## config.mk

```make
export PLATFORM = sky130hd
export DESIGN_NAME = io_po_cfg_frame_loader
export DESIGN_NICKNAME = d
export VERILOG_FILES = /design/src/rtl/io_po_cfg_pkg.sv /design/src/rtl/io_po_cfg_shadow_reg.sv /design/src/rtl/io_po_cfg_frame_loader.sv
export SDC_FILE = /design/constraint.sdc
export NUM_CORES = 1
export LEC_CHECK = 0
export CORE_MARGIN = 1.5
export CORE_UTILIZATION = 47
export CTS_CLUSTER_SIZE = 12
export DETAILED_ROUTE_END_ITERATION = 7
export PLACE_DENSITY_LB_ADDON = 0.1
export SLEW_MARGIN = 30
export SYNTH_ARGS = -nofsm -noshare
export SYNTH_HDL_FRONTEND = slang
export SYNTH_HIERARCHICAL = 1
export SYNTH_SLANG_ARGS = --single-unit
```

## constraint.sdc

```tcl
create_clock -name prog_clk -period 1.45 [get_ports prog_clk]
set_input_delay 0.2175 -clock prog_clk [delete_from_list [all_inputs] [get_ports prog_clk]]
set_output_delay 0.2175 -clock prog_clk [all_outputs]
set_load 0.1 [all_outputs]
```

## src/rtl/io_po_cfg_pkg.sv

```systemverilog
// io_po_cfg_pkg -- shared definitions for the pad configuration frame loader.
//   cfg_state_e : loader FSM states
//   CNT_W       : bit counter width
//   DATA_LEN    : data bits per frame (8)
//   PAR_LEN     : data + even parity bit (9)
//   FRAME_LEN   : bits per frame in this build
//                 (PAR_LEN when IO_PO_CFG_PARITY_EN is defined)
package io_po_cfg_pkg;

   typedef enum logic [1:0] {
      ST_IDLE,
      ST_SHIFT,
      ST_CHECK,
      ST_COMMIT
   } cfg_state_e;

   localparam int CNT_W    = 4;
   localparam int DATA_LEN = 8;
   localparam int PAR_LEN  = 9;

`ifdef IO_PO_CFG_PARITY_EN
   localparam int FRAME_LEN = PAR_LEN;

   // Even parity: XOR over data plus parity bit must be 0.
   function automatic logic frame_par_err(input logic [0:PAR_LEN-1] f);
      return ^f;
   endfunction
`else
   localparam int FRAME_LEN = DATA_LEN;
`endif

   localparam logic [CNT_W-1:0] LAST_CNT = CNT_W'(FRAME_LEN - 1);

endpackage

```

## src/rtl/io_po_cfg_shadow_reg.sv

```systemverilog
// io_po_cfg_shadow_reg -- serial shadow register for one configuration frame.
//   prog_clk   : clock
//   pReset     : synchronous active-high reset
//   shift_en   : accept ccff_head this cycle
//   ccff_head  : serial input bit, loaded into the top index
//   ccff_tail  : registered copy of the bit pushed out of shadow[0]
//   shadow     : frame contents; after a full frame the first bit sits in [0]
module io_po_cfg_shadow_reg
   import io_po_cfg_pkg::*;
#(
   parameter int W = FRAME_LEN
) (
   input  logic         prog_clk,
   input  logic         pReset,
   input  logic         shift_en,
   input  logic         ccff_head,
   output logic         ccff_tail,
   output logic [0:W-1] shadow
);

   always_ff @(posedge prog_clk) begin
      if (pReset) begin
         shadow    <= '0;
         ccff_tail <= 1'b0;
      end else if (shift_en) begin
         shadow    <= {shadow[1:W-1], ccff_head};
         ccff_tail <= shadow[0];
      end
   end

endmodule

```

## src/rtl/io_po_cfg_frame_loader.sv

```systemverilog
// io_po_cfg_frame_loader -- loads a serial configuration frame into a shadow
// register and commits it to the pad configuration bits as one unit.
//   prog_clk            : clock
//   pReset              : synchronous active-high reset, dominates all inputs
//   frame_start         : begin a frame (ignored while busy)
//   ccff_head/ccff_valid: serial bit and its qualifier
//   ccff_tail           : bit displaced from the shadow chain on each shift
//   busy                : FSM not idle
//   done                : one-cycle pulse, frame committed
//   err                 : sticky parity error
//   feedthrough_mem_in  : committed configuration, bit 7 = outpad mux select
//   feedthrough_mem_inb : complement of feedthrough_mem_in
// Build option: IO_PO_CFG_PARITY_EN adds a 9th even-parity bit per frame;
// a bad frame sets err and is dropped. Without it err is tied 0.
module io_po_cfg_frame_loader
   import io_po_cfg_pkg::*;
(
   input  logic       prog_clk,
   input  logic       pReset,
   input  logic       frame_start,
   input  logic       ccff_head,
   input  logic       ccff_valid,
   output logic       ccff_tail,
   output logic       busy,
   output logic       done,
   output logic       err,
   output logic [0:7] feedthrough_mem_in,
   output logic [0:7] feedthrough_mem_inb
);

   cfg_state_e             state, state_nxt;
   logic [CNT_W-1:0]       cnt;
   logic [0:FRAME_LEN-1]   shadow;
   logic [0:DATA_LEN-1]    mem;
   logic                   shift_en;
   logic                   last_bit;
   logic                   par_err;
   logic                   commit;

   assign shift_en = (state == ST_SHIFT) && ccff_valid;
   assign last_bit = shift_en && (cnt == LAST_CNT);

`ifdef IO_PO_CFG_PARITY_EN
   logic err_q;
   assign par_err = frame_par_err(shadow);
   assign err     = err_q;
`else
   assign par_err = 1'b0;
   assign err     = 1'b0;
`endif

   // The commit register loads on the CHECK->COMMIT edge so that data and
   // done are both visible during the COMMIT cycle, two cycles after the
   // final bit is presented.
   assign commit = (state == ST_CHECK) && !par_err;

   io_po_cfg_shadow_reg #(.W(FRAME_LEN)) u_shadow (
      .prog_clk  (prog_clk),
      .pReset    (pReset),
      .shift_en  (shift_en),
      .ccff_head (ccff_head),
      .ccff_tail (ccff_tail),
      .shadow    (shadow)
   );

   always_comb begin
      state_nxt = state;
      case (state)
         ST_IDLE:   if (frame_start) state_nxt = ST_SHIFT;
         ST_SHIFT:  if (last_bit)    state_nxt = ST_CHECK;
         ST_CHECK:  state_nxt = par_err ? ST_IDLE : ST_COMMIT;
         ST_COMMIT: state_nxt = ST_IDLE;
         default:   state_nxt = ST_IDLE;
      endcase
   end

   always_ff @(posedge prog_clk) begin
      if (pReset) begin
         state <= ST_IDLE;
         cnt   <= '0;
         mem   <= '0;
         done  <= 1'b0;
      end else begin
         state <= state_nxt;
         if ((state == ST_IDLE) && frame_start)
            cnt <= '0;
         else if (shift_en)
            cnt <= cnt + CNT_W'(1);
         done <= commit;
         if (commit)
            mem <= shadow[0:DATA_LEN-1];
      end
   end

`ifdef IO_PO_CFG_PARITY_EN
   always_ff @(posedge prog_clk) begin
      if (pReset)
         err_q <= 1'b0;
      else if ((state == ST_CHECK) && par_err)
         err_q <= 1'b1;
   end
`endif

   assign busy                = (state != ST_IDLE);
   assign feedthrough_mem_in  = mem;
   assign feedthrough_mem_inb = ~mem;

endmodule

```

==> results of run 1 <==
[power by group]
part           internal (mW)  switching (mW)  total, mW
registers              0.695          0.0469      0.742
clock network          0.279           0.198      0.478
logic                  0.412           0.531      0.943
total                   1.39           0.776       2.16
[per-layer routing]
layer	vias up	wire, um	global-route usage (%)
li1	388	-	-
met1	369	873	20.3
met2	19	1190	30.4
met3	4	83	2.15
met4	0	42	7.14
met5	-	0	0
[sequential cells by signal (all words and copies together) (netlist names)]
name,count
u_shadow/ccff_tail,1
done,1
feedthrough_mem_in,8
u_shadow/shadow,8
cnt,4
state,2
[logic make-up (layout without fill, tap and decap cells)]
logic type / after synthesis / after routing / synth area share (%)
muxes: 18 / 18 / 17.9
other: 1 / 1 / 0.373
and+or+nand+nor: 30 / 30 / 13.6
xor gates and xnor gates: 2 / 2 / 1.74
adders and majority gates: 5 / 5 / 6.23
AOI/OAI and AO/OA: 7 / 7 / 4.73
buffers and inverters: 17 / 44 / 7.60
DFF: 24 / 24 / 47.8
[path summary, 6_finish.rpt]
path | end | cells after the start | from | slack (ps)
worst max-delay path | busy | 4 | state[0] | 20
worst min-delay path | state[1] | 2 | state[1] | 500
worst max register to register | u_shadow/shadow[5] | 7 | state[1] | 70
worst min register to register | state[1] | 2 | state[1] | 500
[final cells by class]
cell class,count,share of cell area [%]
flip-flops and latches,24,31.6
clock inverters,1,1.85
inverters,12,4.62
multi-input cells,63,29.5
well taps,27,2.08
clock buffers,3,1.39
repair buffers,28,29.0
[layout by cell type, fill, tap and decap left out]
master,instances
a21o_1,1
xor2_1,2
nand2_1,1
nand2b_1,2
dfxtp_2,2
ha_4,2
ha_1,3
buf_12,20
nor2_1,19
dfxtp_4,8
clkbuf_4,3
dfxtp_1,14
conb_1,1
a21o_2,1
clkdlybuf4s50_1,4
bufinv_16,1
o21ai_0,1
nand2_2,1
nor2b_1,2
inv_2,3
nand4b_1,1
buf_4,4
mux2i_1,18
a2111oi_2,1
nand3_1,3
inv_1,1
clkinvlp_4,8
a21oi_1,2
a211oi_1,1
or3_1,1
[critical path, stage by stage (launching register included)]
cell	delay [ps]
dfxtp_2	400
inv_2	80
ha_4	170
inv_2	70
buf_12	170
[repair_timing]
item                                    CTS  global route
gates resized for setup                   4             7
setup buffers                             0             0
endpoints found under the setup margin    1            11
==> metrics.txt, run 1 <==
Final Cycle Share 98.6%; syn_nets 114; Crit Path Max Fanout 4; Max-Cap Viols 0; mapped cell area 1000 um^2; P&R area growth vs syn 61.6%; leakage 0.619 nW; Final Worst Setup Slack 20.0 ps; Tightest Hold Check Type flop to flop; Synth top cells by count 24 x dfxtp_1, 19 x nor2_1, 18 x mux2i_1; Max Freq 699 MHz; ys flop type dfxtp_1; clock skew 3.46 ps; EDFF count, synth 0; initial DRC count 9; fin area 1620 um^2; Placer Congestion 0.700; core area 1980 um^2; DIE WIDTH 49.2 um; Vias 780; Clock transition at path regs 130 ps; largest net degree at the start of global routing 19; Die Height 49.2 um; effective utilization at floorplan 50.7%; first-pass GRT wire length 3240 um; Tot Pwr 2.16 mW; Worst VDD drop 0.00206 V; Inserted Clock Buffers 3; DRC 0; cell row count 16; Synth area leaders dfxtp_1 48%, mux2i_1 18%, nor2_1 7.1%; WL final 2190 um; grt ovf 0; Arr. time, crit path 1210 ps; largest area contributor in the netlist dfxtp_1; Placed Cells 154; fin util 81.9%; WS Path Type flop to output pin; Tmin final 1430 ps; IO Port Bufs 23; routed length per instance 13.9 um; Crit. End Element output pin; startpoint types flop; Synth cell types 25; register area share after synthesis 47.8%; post-synth top area share 47.8%; Worst Hold Slack 498 ps; final hold violation count 0; Post-DP HPWL 1370 um; TNS Setup 0 ps; Die Area 2420 um^2; Clock Tree Buf Depth 2; Fillers 110; htree depth 1; Seq cells post-synth 24; layout cells sized above 1 41.2%; area of placed instances 1540 um^2; I/O pin count 25; Yosys warnings 6; Clock Root Buffer clkbuf_4; antenna violations before repair 0; vias in the first global route 749; drt pass-1 iters 3; ant diodes 0; latest clock arrival within the worst-skew pair 310 ps; GRT Total Usage 17.0%; run status finished clean; clock sink count 24; area of the multi-input gates 479 um^2; PD cells 1330 nW/um^2; nets@finish 142; mean post-synth cell area 9.66 um^2; Register Area 513 um^2; CTS tree built; worst slack, placed -112 ps; ys async rst share 0%; most frequent cell after synthesis dfxtp_1; Post-CTS Hold Buffers 0; Req. time, crit path 1230 ps; Final Max Slew Viols 0; Vias per Instance 4.94; post-route ant nets 0; endpoints failing setup 0; Layout Cells excl Fill 158; post-synthesis cell count 104
Note: power is estimated with default switching activity, not from simulation.
==> run 2, diff against run 1 <==
--- a/config.mk
+++ b/config.mk
@@ -10,6 +10,7 @@
 export CTS_CLUSTER_SIZE = 12
 export DETAILED_ROUTE_END_ITERATION = 7
 export PLACE_DENSITY_LB_ADDON = 0.1
+export SETUP_SLACK_MARGIN = 0.1
 export SLEW_MARGIN = 30
 export SYNTH_ARGS = -nofsm -noshare
 export SYNTH_HDL_FRONTEND = slang
==> run 2 against run 1 <==
Effect of this change:
- clock power increased by 1%
- utilization rose by 2.5 points
- first-iteration DRC count grew 33%
- highest routed layer unchanged
- non-clock buffer count is 5 higher
- worst setup slack lost 19 ps
- sequential cell count stayed put
- register-to-register slack lost 60 ps
- critical endpoint unchanged
- combinational power increased by 12%
- clock-buffer cell count stayed put
- final area rose by 3.0%
- clock skew up 3.1 ps
- global-route usage is 2.8 points higher
==> metrics.txt, run 2 (same netlist as run 1, synthesis figures left out) <==
RSZ-0062 raised after global routing true; Post-DP HPWL 1420 um; IO Port Bufs 23; DIE WIDTH 49.2 um; worst path cell trace inv_4, ha_4, buf_6, clkinvlp_4, buf_12; Max-Cap Viols 0; effective utilization at floorplan 50.7%; antenna violations before repair 0; Worst path slowest cell dfxtp_2; clock skew 6.60 ps; nets@finish 147; Req. time, crit path 1230 ps; routed length per instance 13.6 um; clock share of power 21.2%; Tmin final 1450 ps; ant diodes 0; Clock transition at path regs 130 ps; Layout Cells excl Fill 163; largest net degree at the start of global routing 19; Crit Reg-Reg Startpoint state[0]; Sw Pwr 0.805 mW; leakage 0.639 nW; Max Freq 690 MHz; run status finished clean; worst hold stages 2; Worst VDD drop 0.00183 V; Inserted Clock Buffers 3; final hold violation count 0; setup slack, reg-to-reg 10 ps; Vias per Instance 4.85; Slowest Stage Delay on Critical Path 380 ps; startpoint types flop; met1 Use GR 23.6%; Placer Congestion 0.734; Crit. End Element output pin; Reg power frac 32.4%; Clock Tree Buf Depth 2; CP startpoint state[1]; I/O pin count 25; P&R area growth vs syn 66.5%; Placed Cells 155; highest-count cells in the layout ignoring fill and taps 21 x buf_12, 19 x nor2_1, 17 x mux2i_1; drt pass-1 iters 4; Vias 791; Die Area 2420 um^2; CP top delay family buffers and inverters; initial DRC count 12; TNS Setup 0 ps; core area 1980 um^2; hold path startpoint cnt[1]; busiest grt layer met2; Net Sw Frac 35.3%; Arr. time, crit path 1230 ps; layout cells sized above 1 43.4%; post-route ant nets 0; GRT Total Usage 19.8%; Final Cycle Share 99.9%; worst reg-to-reg path cell count 7; Die Height 49.2 um; Int Power 1.47 mW; grt ovf 0; met3 usage 3.99%; htree depth 1; area of placed instances 1560 um^2; PD cells 1360 nW/um^2; latest clock arrival within the worst-skew pair 310 ps; fin area 1670 um^2; commonest non-fill, non-tap cell in the layout buf_12; Post-CTS Hold Buffers 0; WP buf/inv 4; WS Path Type flop to output pin; cell row count 16; DRC 0; Final Max Slew Viols 0; M2 GR Usage 34.9%; CTS tree built; combinational share of power 46.4%; Crit Path Max Fanout 3; first-pass GRT wire length 3660 um; Clock Root Buffer clkbuf_4; vias in the first global route 800; clock sink count 24; CP Depth 5; WL final 2220 um; Tightest Hold Check Type flop to flop; endpoints failing setup 0
## run 2: worst paths after layout
check                                          end
worst min-delay path                        cnt[1]
worst max-delay path                          busy
worst min register to register              cnt[1]
worst max register to register  u_shadow/shadow[2]
## run 2: final cells by class
| class | count | area [um^2] |
|---|---|---|
| Clock buffer | 3 | 22.5 |
| Clock inverter | 1 | 30.0 |
| Fill cell | 95 | 309 |
| Inverter | 12 | 81.3 |
| Multi-Input combinational cell | 63 | 468 |
| Sequential cell | 24 | 513 |
| Tap cell | 27 | 33.8 |
| Timing Repair Buffer | 33 | 524 |
## run 2: stage by stage
stage	hold WS, ps	utilization [%]	worst slack (ps)	power [mW]
6_report	490	84.4	1.15	2.28
3_3_place_gp	462	78.8	-22.0	1.60
2_1_floorplan	365	-	125	1.32
3_5_place_dp	473	78.8	-136	1.63
5_1_grt	522	84.4	-42.5	2.38
4_1_cts	491	83.5	8.89	2.22
## run 2: power by group through the flow
stage	Sequential, mW	Combinational (mW)	Clock, mW
2_1_floorplan	0.773	0.546	0
3_3_place_gp	0.734	0.866	0
3_5_place_dp	0.737	0.891	0
4_1_cts	0.727	1.01	0.487
5_1_grt	0.740	1.12	0.524
6_report	0.738	1.06	0.484
## run 2: what timing repair did
| action | in CTS | in global routing |
|---|---|---|
| resized for setup | 7 | 4 |
| pin swaps | 1 | 1 |
| endpoints found under the setup margin | 11 | 12 |
| setup buffers | 3 | 1 |
## run 2: tightest hold or removal path: stages, from the launching register on
cell and delay (ps):
dfxtp_1 350, nand2_1 60, a21oi_1 50
## run 2: layer usage
| layer | up-vias | wire length, um |
|---|---|---|
| li1 | 399 | - |
| met1 | 372 | 955 |
| met2 | 18 | 1150 |
| met3 | 2 | 90 |
| met4 | 0 | 25 |
| met5 | - | 0 |
==> run 3, diff against run 2 <==
--- a/config.mk
+++ b/config.mk
@@ -5,11 +5,12 @@
 export SDC_FILE = /design/constraint.sdc
 export NUM_CORES = 1
 export LEC_CHECK = 0
+export ABC_AREA = 1
 export CORE_MARGIN = 1.5
-export CORE_UTILIZATION = 47
+export CORE_UTILIZATION = 48
 export CTS_CLUSTER_SIZE = 12
 export DETAILED_ROUTE_END_ITERATION = 7
-export PLACE_DENSITY_LB_ADDON = 0.1
+export PLACE_DENSITY = 0.77
 export SETUP_SLACK_MARGIN = 0.1
 export SLEW_MARGIN = 30
 export SYNTH_ARGS = -nofsm -noshare
==> run 3 against run 2 <==
Effect of this change:
- maximum frequency grew 1.3%
- first-iteration DRC count grew to 3.0 times the previous value
- hold slack lost 4.6 ps
- sequential share of layout area grew 0.080 points
- utilization shrank 1.5 points
- via count grew 23%
- clock-buffer cell count is the same
==> metrics.txt, run 3 <==
Inserted Clock Buffers 3; latest clock arrival within the worst-skew pair 330 ps; Vias 974; WS Path Type flop to output pin; RSZ-0062 raised after global routing true; Worst path slowest cell dfxtp_4; routed length per instance 15.2 um; Die Height 50.2 um; area of the multi-input gates 460 um^2; register area share after synthesis 45.0%; mapped cell area 1070 um^2; highest-count cells in the layout ignoring fill and taps 25 x nor2_1, 23 x nand2_1, 20 x buf_12; Crit Reg-Reg Startpoint state[1]; worst path cell trace inv_4, ha_4, clkinvlp_4, buf_12; Placer Congestion 0.737; Crit. End Element output pin; area of placed instances 1570 um^2; DIE WIDTH 50.2 um; ys async rst share 0%; IO Port Bufs 23; Worst setup endpoint busy; Arr. time, crit path 1210 ps; Synth cell types 20; Register Area 515 um^2; setup slack, reg-to-reg 100 ps; post-synthesis cell count 143; commonest non-fill, non-tap cell in the layout nor2_1; antenna violations before repair 0; P&R area growth vs syn 57.1%; CTS tree built; EDFF count, synth 0; Slowest Stage Delay on Critical Path 380 ps; DRC 0; TNS Setup 0 ps; effective utilization at floorplan 52.8%; Post-DP HPWL 1920 um; endpoints failing setup 0; syn_nets 153; Die Area 2520 um^2; clock skew 7.04 ps; clock sink count 24; Final Cycle Share 98.7%; Crit Path Max Fanout 3; Seq cells post-synth 24; final hold violation count 0; RR Endpoint u_shadow/shadow[1]; ant diodes 0; Yosys warnings 6; GRT Total Usage 23.1%; largest area contributor in the netlist dfxtp_1; cell row count 16; Max-Cap Viols 0; Tightest Hold Check Type primary input to flop; run status finished clean; CP Depth 4; post-route ant nets 0; htree depth 1; WL final 3050 um; CP startpoint state[1]; first-pass GRT wire length 4260 um; mean post-synth cell area 7.46 um^2; Req. time, crit path 1230 ps; WP buf/inv 3; layout cells sized above 1 35.8%; Synth top cells by count 27 x inv_1, 25 x nor2_1, 24 x dfxtp_1, 24 x nand2_1, 12 x a21oi_1; Synth area leaders dfxtp_1 45%, inv_1 9.5%, nor2_1 8.8%; drt pass-1 iters 4; most frequent cell after synthesis inv_1; initial DRC count 36; I/O pin count 25; startpoint types flop; Max Freq 699 MHz; Post-CTS Hold Buffers 0; CP top delay family flip-flops; fin area 1680 um^2; core area 2020 um^2; ys flop type dfxtp_1; post-synth top area share 45.0%; vias in the first global route 909; Clock transition at path regs 130 ps; Vias per Instance 4.87; nets@finish 185; Clock Tree Buf Depth 2; grt ovf 0; Fillers 107; largest net degree at the start of global routing 20; Clock Root Buffer clkbuf_4; worst reg-to-reg path cell count 7; Tmin final 1430 ps; Final Max Slew Viols 0
==> run 3: cell types whose count changed after synthesis, moves of 6 or more <==
cell	change
a21oi_1	+10
nor2_1	+6
o21ai_0	+7
mux2i_1	-18
inv_1	+15
nand2_1	+23
==> run 3: logic make-up (layout without fill, tap and decap cells) <==
| family | count (synthesis) | in the layout | share of synthesized area, % |
|---|---|---|---|
| AO/OA/AOI/OAI | 21 | 21 | 11.1 |
| AND/OR/NAND/NOR | 57 | 57 | 22.2 |
| XOR/XNOR | 2 | 2 | 1.64 |
| buffers and inverters | 33 | 63 | 13.8 |
| other | 1 | 1 | 0.351 |
| adder cells (fa/ha/maj) | 5 | 5 | 5.86 |
| flip-flops | 24 | 24 | 45.0 |
==> run 3: metrics by stage <==
stage / setup slack [ps] / instances / hold slack (ps) / utilization (%)
floorplan: 77.6 / 143 / 290 / -
global placement: 92.2 / 190 / 471 / 77.5
detailed placement: 44.8 / 190 / 477 / 77.5
CTS: 36.7 / 195 / 494 / 80.3
global route: -25.6 / 200 / 511 / 82.9
finish: 19.5 / 200 / 485 / 82.9
==> run 3: worst min path at each step <==
stage,from,to,cells past startpoint
after floorplan,pReset,done,1
after global placement,u_shadow/shadow[4],u_shadow/shadow[4],2
after detailed placement,u_shadow/shadow[6],u_shadow/shadow[6],2
after CTS,u_shadow/shadow[6],u_shadow/shadow[6],2
after global routing,ccff_head,u_shadow/shadow[7],5
final,ccff_head,u_shadow/shadow[7],5
==> run 3: layer usage <==
layer / track usage, % / share of wire, % / vias to the layer above
met4: 11.1 / 2.5 / 0
met2: 40.6 / 52 / 44
met3: 4.76 / 4.6 / 7
li1: - / - / 487
met1: 26.3 / 40 / 436
met5: 0 / 0 / -
==> run 3: repair_timing <==
action	CTS	global route
pin swaps	1	1
setup endpoints to repair	11	21
gates cloned	0	0
buffers inserted	2	5
resized for setup	7	8
==> run 3: cell type report <==
cell class / instances / area share, %
sequential: 24 / 30.7
timing repair buffer: 31 / 29.4
tap: 27 / 2.01
clock buffer: 3 / 1.34
inverter: 29 / 9.03
multi-input combinational: 86 / 27.5
==> run 3: worst register-to-register path: cells and delay by family, from the launching register on <==
kind                       cells  cell delay, ps
and+or+nand+nor                3             360
DFF                            1             390
buffers and inverters          3             280
adders and majority gates      1             220
Power of run 3 is left out: the tool's default activity adds up to more than one toggle a clock period on the data nets, which glitch-free logic cannot reach.
